**src/rtl/jtdd_vtimer.sv**
```systemverilog
// Video timing generator: pixel/line counters, blanking, syncs, VBL/IMS CPU strobes.
// Latency: decoded outputs are registered from next-state counters, so they align with hdump/vdump.
// Backpressure: none; cen6 low freezes every output, and rst overrides cen6.
module jtdd_vtimer #(
  parameter int HTOTAL   = 384,
  parameter int HVIS     = 256,
  parameter int HS_START = 304,
  parameter int HS_LEN   = 32,
  parameter int VTOTAL   = 272,
  parameter int VB_END   = 8,
  parameter int VB_START = 248,
  parameter int VS_START = 252,
  parameter int VS_LEN   = 4
) (
  input  logic       clk,
  input  logic       rst,
  input  logic       cen6,
  output logic [8:0] hdump,
  output logic [8:0] vdump,
  output logic [8:0] vrender,
  output logic       LHBL,
  output logic       LVBL,
  output logic       HS,
  output logic       VS,
  output logic       VBL,
  output logic       IMS,
  output logic       frame
);

  localparam logic [8:0] HLAST = 9'(HTOTAL - 1);
  localparam logic [8:0] VLAST = 9'(VTOTAL - 1);
  localparam logic [8:0] HVIS9 = 9'(HVIS);
  localparam logic [8:0] VBE9  = 9'(VB_END);
  localparam logic [8:0] VBS9  = 9'(VB_START);
  // Sync starts are folded into the counter range so a window may straddle the wrap point.
  localparam logic [8:0] HSS9  = 9'(HS_START % HTOTAL);
  localparam logic [8:0] VSS9  = 9'(VS_START % VTOTAL);
  localparam logic [9:0] HSL10 = 10'(HS_LEN);
  localparam logic [9:0] VSL10 = 10'(VS_LEN);
  localparam logic [9:0] HT10  = 10'(HTOTAL);
  localparam logic [9:0] VT10  = 10'(VTOTAL);

  // Distance of x past the window start, modulo the counter period, compared against the length.
  function automatic logic in_win(input logic [8:0] x, input logic [8:0] start,
                                  input logic [9:0] len, input logic [9:0] total);
    logic [9:0] off;
    if (x >= start) off = {1'b0, x} - {1'b0, start};
    else            off = {1'b0, x} + total - {1'b0, start};
    return off < len;
  endfunction

  logic [8:0] r_hdump, r_vdump, r_vrender;
  logic       r_lhbl, r_lvbl, r_hs, r_vs, r_vbl, r_ims, r_frame;

  logic       w_hwrap, w_vwrap;
  logic [8:0] w_h_nxt, w_v_nxt, w_vr_nxt;
  logic       w_lhbl_nxt, w_lvbl_nxt, w_hs_nxt, w_vs_nxt;

  assign w_hwrap  = (r_hdump == HLAST);
  assign w_vwrap  = w_hwrap && (r_vdump == VLAST);
  assign w_h_nxt  = w_hwrap ? 9'd0 : r_hdump + 9'd1;
  assign w_v_nxt  = !w_hwrap ? r_vdump : (w_vwrap ? 9'd0 : r_vdump + 9'd1);
  assign w_vr_nxt = (w_v_nxt == VLAST) ? 9'd0 : w_v_nxt + 9'd1;

  // Decodes use the next-state counts so the registered strobes land with the count they describe.
  assign w_lhbl_nxt = (w_h_nxt < HVIS9);
  assign w_lvbl_nxt = (w_v_nxt >= VBE9) && (w_v_nxt < VBS9);
  assign w_hs_nxt   = in_win(w_h_nxt, HSS9, HSL10, HT10);
  assign w_vs_nxt   = in_win(w_v_nxt, VSS9, VSL10, VT10);

  // Counter and strobe state: reset restarts at pixel 0 of line 0, cen6 gates every update.
  always_ff @(posedge clk) begin
    if (rst) begin
      r_hdump   <= 9'd0;
      r_vdump   <= 9'd0;
      r_vrender <= 9'd1;
      r_lhbl    <= 1'b0;
      r_lvbl    <= 1'b0;
      r_hs      <= 1'b0;
      r_vs      <= 1'b0;
      r_vbl     <= 1'b1;
      r_ims     <= 1'b0;
      r_frame   <= 1'b0;
    end else if (cen6) begin
      r_hdump   <= w_h_nxt;
      r_vdump   <= w_v_nxt;
      r_vrender <= w_vr_nxt;
      r_lhbl    <= w_lhbl_nxt;
      r_lvbl    <= w_lvbl_nxt;
      r_hs      <= w_hs_nxt;
      r_vs      <= w_vs_nxt;
      r_vbl     <= ~w_lvbl_nxt;
      r_ims     <= w_v_nxt[3];
      r_frame   <= r_frame ^ w_vwrap;
    end
  end

  assign hdump   = r_hdump;
  assign vdump   = r_vdump;
  assign vrender = r_vrender;
  assign LHBL    = r_lhbl;
  assign LVBL    = r_lvbl;
  assign HS      = r_hs;
  assign VS      = r_vs;
  assign VBL     = r_vbl;
  assign IMS     = r_ims;
  assign frame   = r_frame;

endmodule
```
**config.mk**
```make
export PLATFORM = sky130hd
export DESIGN_NAME = jtdd_vtimer
export DESIGN_NICKNAME = d
export VERILOG_FILES = /design/src/rtl/jtdd_vtimer.sv
export SDC_FILE = /design/constraint.sdc
export NUM_CORES = 1
export LEC_CHECK = 0
export BUFFER_PORTS_ARGS = -buffer_cell sky130_fd_sc_hd__buf_2
export CAP_MARGIN = 10
export CORE_MARGIN = 2
export CORE_UTILIZATION = 40
export CTS_BUF_LIST = sky130_fd_sc_hd__clkbuf_4
export DETAILED_ROUTE_END_ITERATION = 10
export PLACE_DENSITY = 0.69
export SYNTH_ARGS = -nofsm -noshare
export SYNTH_HDL_FRONTEND = slang
export SYNTH_SLANG_ARGS = --single-unit
```
**constraint.sdc**
```tcl
create_clock -name clk -period 5 [get_ports clk]
set_input_delay 0.25 -clock clk [delete_from_list [all_inputs] [get_ports clk]]
set_output_delay 0.25 -clock clk [all_outputs]
set_load 0.02 [all_outputs]
```
==> metrics.txt <==
# TYPE chip_impl_metric gauge
chip_impl_info{name="outcome",value="completed"} 1
chip_impl_info{name="holdCritPathClass",value="primary input to flop"} 1
chip_impl_info{name="endpoint",value="vrender[0]"} 1
chip_impl_metric{name="post_synth_inst_count",unit=""} 240
chip_impl_info{name="unrepaired_setup_endpoints_after_global_routing",value="no"} 1
chip_impl_metric{name="timing.critical_path.fanout_max",unit=""} 9
chip_impl_metric{name="synth.lib_cells_used.distinct",unit=""} 52
chip_impl_metric{name="compound_gate_portion_of_the_synthesized_area",unit="%"} 14.2
chip_impl_metric{name="async_reset_ff_share",unit="%"} 0
chip_impl_metric{name="syn-num-nets",unit=""} 249
chip_impl_metric{name="syn_area",unit="um2"} 2040
chip_impl_metric{name="finish.net_count",unit=""} 274
chip_impl_info{name="crit-reg2reg-capture",value="vrender[0]"} 1
chip_impl_metric{name="maxCapViolCount",unit=""} 0
chip_impl_metric{name="place.gp.congestion",unit=""} 0.955
chip_impl_info{name="yosys.area.top_type",value="sky130_fd_sc_hd__dfxtp_1"} 1
chip_impl_metric{name="cts_buffer_depth",unit=""} 2
chip_impl_info{name="dominant_combinational_cell_family_by_area_after_synthesis",value="simple AND/OR/NAND/NOR gates"} 1
chip_impl_metric{name="netlist.area_leader.share",unit="%"} 32.4
chip_impl_metric{name="timing.reg2reg.setup_slack",unit="ps"} 1670
chip_impl_metric{name="synth.yosys.warnings",unit=""} 0
chip_impl_metric{name="cts_made_buffers",unit=""} 5
chip_impl_metric{name="core",unit="um2"} 4820
chip_impl_metric{name="cts_resized",unit=""} 0
chip_impl_metric{name="holdBufCountCts",unit=""} 0
chip_impl_metric{name="timing_max_transition_violations_final",unit=""} 0
chip_impl_metric{name="cts_h_tree_lvls",unit=""} 2
chip_impl_metric{name="syn2layout_area_growth",unit="%"} 11.4
chip_impl_info{name="critical_path.startpoint",value="hdump[0]"} 1
chip_impl_metric{name="detailroute.via_count",unit=""} 1749
chip_impl_metric{name="post_drt_wl_per_cell",unit="um"} 13.6
chip_impl_metric{name="postCtsSetupBuffers",unit=""} 0
chip_impl_metric{name="initial_utilization",unit="%"} 42.3
chip_impl_metric{name="period_utilization_post_route",unit="%"} 66.6
chip_impl_metric{name="number_of_global_route_vias_before_repair",unit=""} 1516
chip_impl_metric{name="syn_avg_cell_area",unit="um2"} 8.49
chip_impl_metric{name="worst-slew-pin-transition",unit="ps"} 636
chip_impl_metric{name="placementRows",unit=""} 25
chip_impl_info{name="clock_root_buffer",value="sky130_fd_sc_hd__clkbuf_4"} 1
chip_impl_metric{name="r2r.worst_path.cells",unit=""} 11
chip_impl_info{name="tritoncts_clock_tree",value="built"} 1
chip_impl_metric{name="die_x",unit="um"} 75.4
chip_impl_metric{name="critPathRequiredTime",unit="ps"} 5240
chip_impl_info{name="criticalPathCategory",value="flop to flop"} 1
chip_impl_metric{name="vdd.ir_drop.worst",unit="mV"} 0.101
chip_impl_metric{name="clk_latency",unit="ps"} 350
chip_impl_info{name="synth.most_common_cell",value="sky130_fd_sc_hd__dfxtp_1"} 1
chip_impl_metric{name="layout.core_utilization",unit="%"} 47.1
chip_impl_metric{name="final_cell_count_no_fill",unit=""} 333
chip_impl_metric{name="io_pins",unit=""} 37
chip_impl_metric{name="synth_simple_gate_area_share",unit="%"} 29.5
chip_impl_info{name="cp-end-kind",value="flop"} 1
chip_impl_metric{name="drc",unit=""} 0
chip_impl_metric{name="ys_seq_elements",unit=""} 33
chip_impl_metric{name="finalSetupViolations",unit=""} 0
chip_impl_metric{name="remaining_global_route_overflow",unit=""} 0
chip_impl_metric{name="maxClockFrequency",unit="MHz"} 300
chip_impl_metric{name="synth_sequential_area_ratio",unit="%"} 32.4
chip_impl_metric{name="final.setup.tns",unit="ps"} 0
chip_impl_metric{name="leakagePower",unit="nW"} 0.942
chip_impl_metric{name="tritoncts_num_sinks",unit=""} 33
chip_impl_metric{name="antenna_found_initial",unit=""} 0
chip_impl_info{name="dominantRegCellSynth",value="sky130_fd_sc_hd__dfxtp_1"} 1
chip_impl_metric{name="timing.final.hold_violations",unit=""} 0
chip_impl_metric{name="timing.critical_path.arrival",unit="ps"} 3570
chip_impl_metric{name="cts.clk_slew.worst_paths",unit="ps"} 100
chip_impl_metric{name="drt-total-wl",unit="mm"} 4.52
chip_impl_metric{name="die_area",unit="um2"} 5680
chip_impl_metric{name="edff_count_synth",unit=""} 0
chip_impl_info{name="synth_commonest_cells",value="sky130_fd_sc_hd__dfxtp_1 (33), sky130_fd_sc_hd__nor2_1 (31), sky130_fd_sc_hd__nand2_1 (25)"} 1
chip_impl_metric{name="drive_gt1_share",unit="%"} 21.8
chip_impl_metric{name="gr-usage-all-layers",unit="%"} 17.4
chip_impl_metric{name="detailedRoute.firstPassIterationCount",unit=""} 4
chip_impl_metric{name="detailedRoute.firstIterationViolations",unit=""} 80
chip_impl_metric{name="placed_cells",unit=""} 325
chip_impl_metric{name="period_minus_slack",unit="ps"} 3330
chip_impl_metric{name="floorplan.die.height",unit="um"} 75.4
chip_impl_metric{name="slew_headroom",unit="%"} 57.6
chip_impl_metric{name="total_power_per_unit_cell_area",unit="nW/um2"} 223
chip_impl_metric{name="adder_and_majority_cell_fraction_of_the_synthesized_area",unit="%"} 3.69
chip_impl_metric{name="count_of_antenna_violating_nets_left_after_detailed_routing",unit=""} 0
chip_impl_metric{name="whs_path_depth",unit=""} 2
chip_impl_info{name="crit-reg2reg-launch",value="hdump[0]"} 1
chip_impl_metric{name="antenna_cells_inserted",unit=""} 0
chip_impl_info{name="synth.top_cells.by_area",value="sky130_fd_sc_hd__dfxtp_1 (32%), sky130_fd_sc_hd__nor2_1 (5.7%), sky130_fd_sc_hd__xnor2_1 (5.6%)"} 1
chip_impl_metric{name="multiplexer_area_fraction_after_synthesis",unit="%"} 6.02
chip_impl_info{name="cp-start-kind",value="flop"} 1
chip_impl_metric{name="post_drt_via_cell_ratio",unit=""} 5.25
chip_impl_metric{name="grt_first_pass_wirelength",unit="mm"} 7.47
chip_impl_metric{name="post-dp-hpwl",unit="mm"} 3.30
chip_impl_metric{name="grt_start_max_net_pins",unit=""} 32
chip_impl_metric{name="synth-xor-area-share",unit="%"} 8.60
chip_impl_metric{name="placement.io_buffers",unit=""} 36
chip_impl_metric{name="worst_clock_skew",unit="ps"} 8.06
[sequential cells by signal (all words and copies together), names as in the netlist]
register  flops
LVBL          1
vrender       9
LHBL          1
VBL           1
hdump         9
vdump         9
VS            1
HS            1
frame         1
[layer usage]
metal | wire (um) | global-route usage (%) | share of wire, % | vias to the layer above
li1 | - | - | - | 892
met1 | 2080 | 23.4 | 46 | 796
met2 | 2080 | 26.8 | 46 | 51
met3 | 284 | 4.89 | 6.3 | 10
met4 | 82 | 6.43 | 1.8 | 0
met5 | 0 | 0 | 0 | -
[through the flow]
stage	hold slack, ps	setup WS (ps)	power [W]	cell area, um2
2_1_floorplan	488	1870	0.000342	2040
3_3_place_gp	431	1790	0.000359	2210
3_5_place_dp	437	1720	0.000360	2210
4_1_cts	358	1670	0.000513	2270
5_1_grt	371	1360	0.000533	2270
6_report	365	1670	0.000507	2270
[cell families (layout without fill, tap and decap cells)]
logic type | after synthesis | after routing
multiplexers | 11 | 11
AO/OA/AOI/OAI | 38 | 38
XOR/XNOR | 20 | 20
adder cells (fa/ha/maj) | 6 | 6
buffers and inverters | 25 | 51
AND/OR/NAND/NOR | 107 | 107
flip-flops | 33 | 33
[worst min-delay path by stage]
stage	slack, ps	endpoint	startpoint
after floorplan	490	VS	cen6
after global placement	430	LVBL	LVBL
after detailed placement	440	vrender[3]	vrender[3]
after CTS	360	vdump[1]	rst
after global routing	370	vdump[1]	rst
final	370	LHBL	rst
[final cells by class]
cell class	instances	area (um2)
inverter	7	26.3
sequential	33	661
clock inverter	2	10.0
multi-input combinational	182	1260
timing repair buffer	36	180
fill	496	2550
tap	67	83.8
clock buffer	6	45.0
[placed cells by master, fill, tap and decap left out, drive strengths merged, types with 2 or more instances in the layout]
cell type	Yosys	layout
a21oi	9	9
clkinv	0	2
nand3	8	8
and4	2	2
mux2i	11	11
a211oi	7	7
a32oi	2	2
buf	11	36
nand2	25	25
clkbuf	7	6
xnor2	13	13
nand4	3	3
inv	7	7
xor2	7	7
nor2b	3	3
and2	2	2
nor2	31	31
o31ai	3	3
and3	4	4
ha	6	6
nor4	7	7
nor3	11	11
or3	3	3
o21ai	5	5
dfxtp	33	33
or2	2	2
nor4b	2	2
[where the power goes]
part / total (W) / switching (W) / internal [W]
combinational: 0.0000691 / 0.0000439 / 0.0000252
clock: 0.000153 / 0.0000944 / 0.0000589
sequential: 0.000284 / 0.0000126 / 0.000272
total: 0.000507 / 0.000151 / 0.000356
[critical path: stages, from the launching register on]
cell	delay, ps
sky130_fd_sc_hd__dfxtp_1	430
sky130_fd_sc_hd__ha_1	320
sky130_fd_sc_hd__nand4b_4	210
sky130_fd_sc_hd__or2_0	440
sky130_fd_sc_hd__o21a_1	280
sky130_fd_sc_hd__inv_1	60
sky130_fd_sc_hd__ha_1	190
sky130_fd_sc_hd__nand2_1	70
sky130_fd_sc_hd__mux2i_1	240
sky130_fd_sc_hd__or2b_2	370
sky130_fd_sc_hd__or3_1	320
sky130_fd_sc_hd__a221o_1	310
(Power assumes the default switching activity.)
